--- src/rtl/seg_scan_decoder.sv ---
// Receive-side monitor for a multiplexed, active-low seven-segment display bus.
// Qualifies anode selects, samples each digit once after it has settled,
// assembles frames, and publishes a frame once it has repeated enough times.
// Declares the display idle after a long absence of valid anode selects.
module seg_scan_decoder #(
    parameter int NUM_DIGITS    = 4,
    parameter int SETTLE_CYC    = 3,
    parameter int STABLE_FRAMES = 2,
    parameter int TIMEOUT_CYC   = 1024
) (
    input  logic                    clk,
    input  logic                    rst,
    input  logic [NUM_DIGITS-1:0]   an,
    input  logic [6:0]              seg,
    output logic [4*NUM_DIGITS-1:0] word,
    output logic                    word_stb,
    output logic                    active,
    output logic                    err
);
    localparam int SW = $clog2(SETTLE_CYC + 1);
    localparam int TW = $clog2(TIMEOUT_CYC + 1);
    localparam int KW = $clog2(STABLE_FRAMES + 1);
    localparam int FW = 4 * NUM_DIGITS;

    localparam logic [SW-1:0]         SETTLE_LAST  = SW'(SETTLE_CYC - 1);
    localparam logic [TW-1:0]         TIMEOUT_LAST = TW'(TIMEOUT_CYC - 1);
    localparam logic [KW-1:0]         STABLE_MAX   = KW'(STABLE_FRAMES);
    localparam logic [NUM_DIGITS-1:0] MASK_FULL    = '1;
    localparam logic [NUM_DIGITS-1:0] ONE_D        = {{(NUM_DIGITS-1){1'b0}}, 1'b1};
    localparam logic [FW-1:0]         BLANK        = '1;

    // Anode qualification
    logic [NUM_DIGITS-1:0] an_low;
    logic                  an_valid;
    logic                  an_same;

    // Settle / capture state
    logic [NUM_DIGITS-1:0] an_prev_reg;
    logic [SW-1:0]         settle_reg, settle_next;
    logic                  taken_reg, taken_next;
    logic                  capture;

    // Timeout state
    logic [TW-1:0]         to_reg, to_next;
    logic                  timeout;

    // Segment decode
    logic [3:0]            code;
    logic                  code_bad;

    // Frame assembly and stability
    logic [NUM_DIGITS-1:0] mask_reg, mask_next, mask_base;
    logic [FW-1:0]         frame_reg, frame_next;
    logic [FW-1:0]         last_reg, last_next;
    logic [KW-1:0]         stable_reg, stable_next;
    logic                  complete;
    logic                  drop;

    // Published outputs
    logic [FW-1:0]         word_reg, word_next;
    logic                  word_stb_reg, stb_next;
    logic                  active_reg, active_next;
    logic                  err_reg, err_next;

    // An anode select is valid when exactly one line is pulled low
    assign an_low   = ~an;
    assign an_valid = (an_low != '0) && ((an_low & (an_low - ONE_D)) == '0);
    assign an_same  = (an == an_prev_reg);

    // Map the active-low segment pattern back to its status-letter code
    always_comb begin
        code = 4'hE;
        case (seg)
            7'b1110001: code = 4'h0;  // L
            7'b1000001: code = 4'h1;  // U
            7'b0111000: code = 4'h2;  // F
            7'b0000001: code = 4'h3;  // O
            7'b0011000: code = 4'h4;  // P
            7'b0110000: code = 4'h5;  // E
            7'b1101010: code = 4'h6;  // N
            7'b1111111: code = 4'hF;  // blank
            default:    code = 4'hE;  // unrecognised pattern
        endcase
    end
    assign code_bad = (code == 4'hE);

    // Settle counter and one-shot capture per anode dwell
    always_comb begin
        settle_next = '0;
        if (an_valid && an_same) begin
            if (settle_reg != SETTLE_LAST)
                settle_next = settle_reg + SW'(1);
            else
                settle_next = settle_reg;
        end
        // taken_reg only matters while the same anode keeps dwelling
        capture    = an_valid && (settle_next == SETTLE_LAST) && !(an_same && taken_reg);
        taken_next = capture || (an_valid && an_same && taken_reg);
    end

    // Idle detection: saturating count of cycles without a valid anode
    always_comb begin
        if (an_valid)
            to_next = '0;
        else if (to_reg != TIMEOUT_LAST)
            to_next = to_reg + TW'(1);
        else
            to_next = to_reg;
        timeout = (to_next == TIMEOUT_LAST) && (to_reg != TIMEOUT_LAST);
    end

    // A full mask is seen for one cycle; it is consumed on the following edge
    assign complete  = (mask_reg == MASK_FULL);
    assign mask_base = complete ? '0 : mask_reg;
    assign drop      = capture && an_low[0] && (mask_base != '0);

    // Per-slot write of the captured code into the frame buffer
    for (genvar gi = 0; gi < NUM_DIGITS; gi++) begin : g_slot
        assign frame_next[4*gi +: 4] = (capture && an_low[gi]) ? code : frame_reg[4*gi +: 4];
    end

    // Frame completion, stability tracking, publishing and idle handling
    always_comb begin
        mask_next   = mask_base;
        last_next   = last_reg;
        stable_next = stable_reg;
        word_next   = word_reg;
        stb_next    = 1'b0;
        active_next = active_reg;
        if (complete) begin
            if (frame_reg == last_reg) begin
                if (stable_reg != STABLE_MAX)
                    stable_next = stable_reg + KW'(1);
            end else begin
                stable_next = KW'(1);
                last_next   = frame_reg;
            end
            if ((stable_next == STABLE_MAX) && (frame_reg != word_reg)) begin
                word_next = frame_reg;
                stb_next  = 1'b1;
            end
        end
        if (capture) begin
            // Digit 0 always opens a fresh frame
            mask_next   = an_low[0] ? an_low : (mask_base | an_low);
            active_next = 1'b1;
        end
        // Timeout cannot coincide with a capture, which needs a valid anode
        if (timeout) begin
            mask_next   = '0;
            stable_next = '0;
            active_next = 1'b0;
            word_next   = BLANK;
            stb_next    = (word_reg != BLANK);
        end
    end

    assign err_next = capture && (code_bad || drop);

    // State registers
    always_ff @(posedge clk) begin
        if (rst) begin
            an_prev_reg  <= '1;
            settle_reg   <= '0;
            taken_reg    <= 1'b0;
            to_reg       <= '0;
            mask_reg     <= '0;
            frame_reg    <= BLANK;
            last_reg     <= BLANK;
            stable_reg   <= '0;
            word_reg     <= BLANK;
            word_stb_reg <= 1'b0;
            active_reg   <= 1'b0;
            err_reg      <= 1'b0;
        end else begin
            an_prev_reg  <= an;
            settle_reg   <= settle_next;
            taken_reg    <= taken_next;
            to_reg       <= to_next;
            mask_reg     <= mask_next;
            frame_reg    <= frame_next;
            last_reg     <= last_next;
            stable_reg   <= stable_next;
            word_reg     <= word_next;
            word_stb_reg <= stb_next;
            active_reg   <= active_next;
            err_reg      <= err_next;
        end
    end

    assign word     = word_reg;
    assign word_stb = word_stb_reg;
    assign active   = active_reg;
    assign err      = err_reg;

endmodule

--- config.mk ---
export PLATFORM = sky130hd
export DESIGN_NAME = seg_scan_decoder
export DESIGN_NICKNAME = d
export VERILOG_FILES = /design/src/rtl/seg_scan_decoder.sv
export SDC_FILE = /design/constraint.sdc
export NUM_CORES = 1
export LEC_CHECK = 0
export ABC_AREA = 0
export BUFFER_PORTS_ARGS = -buffer_cell sky130_fd_sc_hd__buf_2
export CAP_MARGIN = 20
export CORE_UTILIZATION = 64
export DETAILED_ROUTE_END_ITERATION = 16
export PLACE_DENSITY = 0.93
export SKIP_LAST_GASP = 1
export SLEW_MARGIN = 20
export SYNTH_ARGS = -nofsm -noshare
export SYNTH_HDL_FRONTEND = slang
export SYNTH_SLANG_ARGS = --single-unit
--- constraint.sdc ---
create_clock -name clk -period 5.5 [get_ports clk]
set_input_delay 0.825 -clock clk [delete_from_list [all_inputs] [get_ports clk]]
set_output_delay 0.825 -clock clk [all_outputs]
set_load 0.02 [all_outputs]
### Word-level counts from Yosys, hierarchy flattened

Cells that the tools add are included.

| cells by class | value |
|---|---|
| $lt $le $gt $ge | 0 |
| div/mod/pow operators | 0 |
| shifts and indexed selects | 0 |
| $mul | 0 |
| equal/unequal tests | 20 |
| add/sub/neg operators | 4 |
| multiplexer cells | 14 |
| bitwise gates (word level) | 4 |
| reduce and logical (&&, ||, !) cells | 23 |

Operators with widths:

| operator | count |
|---|---|
| 4-bit one-hot mux with 8 select lines | 1 |
| 7-bit == test, second input constant | 4 |
| 11-bit 2-to-1 mux | 2 |
| 16-bit == test | 1 |
| 16-bit inequality test | 1 |
| 16-bit inequality test, second input constant | 1 |
| 7-bit by 6-bit == test with 1-bit output, second input constant | 2 |
| 1-bit logical AND | 14 |
| 4-bit 2-to-1 mux | 3 |
| 11-bit by 1-bit adder with 11-bit output, second input constant | 1 |
| 11-bit by 10-bit == test with 1-bit output, second input constant | 1 |
| 11-bit by 10-bit inequality test with 1-bit output, second input constant | 1 |
| 2-bit 2-to-1 mux | 5 |
| 4-bit == test, second input constant | 2 |
| 4-bit nonzero test | 2 |
| 7-bit by 1-bit == test with 1-bit output, second input constant | 1 |
| 7-bit by 5-bit == test with 1-bit output, second input constant | 1 |
| 2-bit by 1-bit adder with 2-bit output, second input constant | 2 |
| 4-bit bitwise AND | 1 |
| 2-bit == test, second input constant | 2 |
| 4-bit == test | 1 |
| 4-bit zero test | 1 |
| 2-bit inequality test, second input constant | 2 |
| 4-bit inverter | 1 |
| other kinds (8) | 12 |

| word-level totals | value |
|---|---|
| logic and storage cells | 80 |
| bits in read-only memories | 0 |
| bits in registers | 75 |
| memories kept | 0 |
| output and inout port bits | 19 |
| latch bits | 0 |
| bits in writable memories | 0 |

### Longest topological paths before layout

| logic depth | value |
|---|---|
| word-level depth | 14 |
| depth in mapped cells | 9 |
| gate-level depth less buffers | 6 |

### Least setup slack after synthesis

Ideal clock, no wire load.

| timing path | value |
|---|---|
| path type | in2reg |
| start | in an[2] |
| end | reg err_reg, in the netlist err |
| arrival time | 2.675 ns |
| setup slack | 2.722 ns |
| required time | 5.397 ns |
| buffers on the path | 2 |
| stages on the path | 7 |
| library setup time | 0.103 ns |
| cells stage by stage | buf_6 xnor2_2 o211a_4 or4_4 buf_6 or3_1 a2111oi_2 |

| between the ends | value |
|---|---|
| word-level cells in the longest chain between the ends | 14 |

RTL lines:

| item | RTL line | RTL |
|---|---|---|
| from (decl) | 13 | `input logic [NUM_DIGITS-1:0] an,` |
| 4-bit inverter | 66 | `assign an_low = ~an;` |
| 4-bit by 1-bit subtractor with 4-bit output | 67 | `assign an_valid = (an_low != '0) && ((an_low & (an_low - ONE_D)) == '0);` |
| 4-bit bitwise AND | 67 |  |
| 4-bit zero test | 67 |  |
| 1-bit logical AND | 67 |  |
| 1-bit logical AND | 90 | `if (an_valid && an_same) begin` |
| 2-bit 2-to-1 mux | 90 |  |
| 2-bit == test | 97 | `capture = an_valid && (settle_next == SETTLE_LAST) && !(an_same && taken_reg);` |
| 1-bit logical AND | 97 |  |
| 1-bit logical AND (*) | 97 |  |
| 1-bit logical AND (2 in a row) | 115 | `assign drop = capture && an_low[0] && (mask_base != '0);` |
| 1-bit logical OR | 158 | `assign err_next = capture && (code_bad \|\| drop);` |
| 1-bit logical AND (*) | 158 |  |
| to (signal assigned) | 187 | `err_reg <= err_next;` |
| to (decl) | 63 | `logic err_reg, err_next;` |

Every way passes the cells marked *; elsewhere a longest branch is shown, timed or not.
A chain may end at the register's enable or synchronous reset.

### Worst setup path in the final report

| timing path | value |
|---|---|
| start | reg to_reg[0] |
| end | reg stable_reg[1] |

| between the ends | value |
|---|---|
| word-level cells in the longest chain between the ends | 6 |

RTL lines:

| item | RTL line | RTL |
|---|---|---|
| from (decl) | 44 | `logic [TW-1:0] to_reg, to_next;` |
| from (signal assigned) | 179 | `to_reg <= to_next;` |
| 11-bit by 1-bit adder with 11-bit output or 11-bit by 10-bit inequality test with 1-bit output (tied branches) | 106, 105, 109 |  |
| 11-bit 2-to-1 mux | 105 | `else if (to_reg != TIMEOUT_LAST)` |
| 11-bit 2-to-1 mux | 103 | `if (an_valid)` |
| 11-bit by 10-bit == test with 1-bit output | 109 | `timeout = (to_next == TIMEOUT_LAST) && (to_reg != TIMEOUT_LAST);` |
| 1-bit logical AND (*) | 109 |  |
| 2-bit OR reduction (no source line) (*) | - |  |
| to (signal assigned) | 183 | `stable_reg <= stable_next;` |
| to (decl) | 55 | `logic [KW-1:0] stable_reg, stable_next;` |

Marked as above.

==> impl_metrics.csv <==
group,metric,value,unit
global_route,grt_pass1_vias,3211,
routing,dr_total_vias,3540,
clock_network,postCtsHoldBufs,0,
routing,routed_wl,8910,um
power,ir_drop,0.153,mV
global_route,grt_util_all_layers,0.308,
critical_path,max_stage_delay,0.47,ns
clock_network,worstSkewPairLatency,0.35,ns
final_layout,diodes,0,
routing,avgViaCountPerCell,6.70,
sta,rsz0062_at_grt,"false",
sta,finClkSkew,0.00610,ns
routing,remaining_drc_errors,0,
power,p_comb_frac,0.050,
floorplan,dieArea,6200,um^2
power,swShare,0.234,
power,internal-power,736,uW
floorplan,io_pins,32,
critical_path,crit_path_frequent_cell,"a41oi_1",
floorplan,die_h,78.8,um
placed_design,placed_cells,513,
logic_synthesis,synth.ff_latch_count,75,
global_route,grt_start_max_net_pins,35,
critical_path,required,5.73,ns
logic_synthesis,syn_avg_cell_area,8.57,um^2
clock_network,cts_resized,0,
min_path,hp-class,"reg2reg",
logic_synthesis,synth_top_cell_by_area,"dfxtp_1",
placed_design,port_buffers,31,
logic_synthesis,synth_top_area_frac,0.398,
routing,wl_per_cell,16.9,um
logic_synthesis,yosys_warnings,0,
final_layout,nNetsFinal,468,
sta,final-hold-violation-count,0,
critical_path,path_class,"reg2reg",
logic_synthesis,ys.flop_type,"dfxtp_1",
critical_path,endpoint_kind,"flip-flop",
final_layout,final_cell_area,4070,um^2
sta,finalSetupViolCount,0,
final_layout,final_cell_mix,"dfxtp_1, nand3_1, o21ai_0, buf_2",
final_layout,layout_commonest_cell,"dfxtp_1",
critical_path,cp_max_fo,18,
sta,period_share,0.514,
sta,whs,0.455,ns
power,p_sw,226,uW
clock_network,clock-root-buffer,"clkbuf_8",
final_layout,final_core_util,0.726,
final_layout,syn_to_final_growth,7.93,%
sta,slew_viol_final,0,
global_route,grt_pass1_wl,15000,um
floorplan,rows,27,
logic_synthesis,synth_area,3770,um^2
logic_synthesis,synth.area.top_cells,"dfxtp_1, nand3_1, o21ai_0, xnor2_1, nor4_1",
sta,slew_headroom,0.281,
routing,drt.antenna.violating_nets,0,
run,drv_cap,0,
logic_synthesis,synthArstFlopShare,0,
power,clockPowerShare,0.378,
clock_network,cts_buffers,9,
power,p_leak,1.44,nW
placed_design,gp_congestion,0.869,
logic_synthesis,syn_nets,456,
clock_network,cts_tree,"built",
critical_path,slowest_stage,"dfxtp_1",
logic_synthesis,synthCells,440,
placed_design,dp_hpwl,6060,um
logic_synthesis,synth-edff-count,0,
sta,fin_crit,2.82,ns
clock_network,clockBufferDepth,2,
routing,drt_first_pass_iters,7,
global_route,gr-total-overflow,0,
clock_network,postCtsSetupBuffers,0,
critical_path,arrival,3.06,ns
critical_path,worstPathCellList,"ha_1 -> and4_1 -> a41oi_1 -> a211oi_1 -> a41oi_1 -> buf_4 -> a21boi_0",
floorplan,die_x,78.8,um
sta,max_freq,354,MHz
logic_synthesis,ys_types,50,
clock_network,cts.sink_count,75,
floorplan,initial_core_util,0.672,
clock_network,clkTransAtPathRegs,0.08,ns
routing,drtIter0Drc,269,
final_layout,stdcell_count,528,
final_layout,drive_above_1_share,0.136,
power,power_density,236,nW/um^2
status,status,"finished clean",
sta,worstMarginPinSlew,1.08,ns
critical_path,start_kind,"flip-flop",
floorplan,core-area,5610,um^2
power,seq_power_share,0.572,
logic_synthesis,yosysSeqAreaShare,0.398,
placed_design,placed_area,3910,um^2
sta,tns,0,ns
clock_network,cts_max_level,3,
global_route,antenna_found_initial,0,
==> worst max-delay path: cells and delay by family, from the launching register on <==
| kind | cells | cell delay (ns) |
|---|---|---|
| AOI/OAI and AO/OA | 4 | 1.15 |
| adders and majority gates | 1 | 0.38 |
| DFF | 1 | 0.47 |
| and+or+nand+nor | 1 | 0.39 |
| buffers and inverters | 1 | 0.31 |
==> cells in the mapped netlist (4+ instances only) <==
master	number
nor4_1	25
a21oi_1	5
a21boi_0	6
nand4b_1	5
nor2_1	26
a31oi_1	20
xnor2_1	22
and4_1	6
clkbuf_1	30
mux2i_1	10
o21ai_0	42
nand2_1	16
xor2_1	17
o211ai_1	8
inv_1	7
or2_2	4
dfxtp_1	75
nand4_1	16
nand3_1	47
==> cell families (layout without fill, tap and decap cells) <==
| family | Yosys count | count (layout) | share of synthesized area |
|---|---|---|---|
| xor gates and xnor gates | 40 | 40 | 0.0949 |
| DFF | 75 | 75 | 0.398 |
| buffers and inverters | 42 | 58 | 0.0478 |
| and+or+nand+nor | 170 | 170 | 0.251 |
| adders and majority gates | 3 | 3 | 0.00995 |
| AOI/OAI and AO/OA | 100 | 100 | 0.172 |
| muxes | 10 | 10 | 0.0265 |
==> path summary, 6_finish.rpt <==
path	start	endpoint	slack, ns	cells after the start
worst max-delay path	to_reg[0]$_SDFF_PP0_	stable_reg[1]$_SDFFE_PP0P_	2.68	7
worst min register to register	active$_SDFFE_PP0N_	active$_SDFFE_PP0N_	0.45	2
worst max register to register	to_reg[0]$_SDFF_PP0_	stable_reg[1]$_SDFFE_PP0P_	2.68	7
worst min-delay path	active$_SDFFE_PP0N_	active$_SDFFE_PP0N_	0.45	2
==> layout make-up <==
cell class	instances	area, um^2
multi-input combinational	323	2100
clock buffer	12	145
clock inverter	3	15.0
fill	423	1540
inverter	7	26.3
tap	72	90.1
timing repair buffer	36	193
sequential	75	1500
==> through the flow <==
| stage | setup slack (ns) | total power, mW |
|---|---|---|
| finish | 2.68 | 0.962 |
| global route | 2.55 | 0.990 |
| CTS | 2.82 | 0.963 |
| detailed placement | 2.56 | 0.609 |
| global placement | 2.69 | 0.607 |
| floorplan | 2.72 | 0.596 |
==> power groups by stage <==
stage | logic (mW) | registers (mW) | clock network [mW]
5_1_grt | 0.0523 | 0.551 | 0.387
3_5_place_dp | 0.0469 | 0.563 | 0
4_1_cts | 0.0470 | 0.550 | 0.366
2_1_floorplan | 0.0344 | 0.561 | 0
6_report | 0.0477 | 0.550 | 0.364
3_3_place_gp | 0.0447 | 0.562 | 0
==> metal layers <==
metal,vias to the layer above,share of wire,GRT usage
li1,1673,-,-
met1,1652,0.43,0.413
met2,198,0.47,0.484
met3,17,0.088,0.0529
met4,0,0.019,0.137
met5,-,0,0
Power figures use the tool's default switching activity.
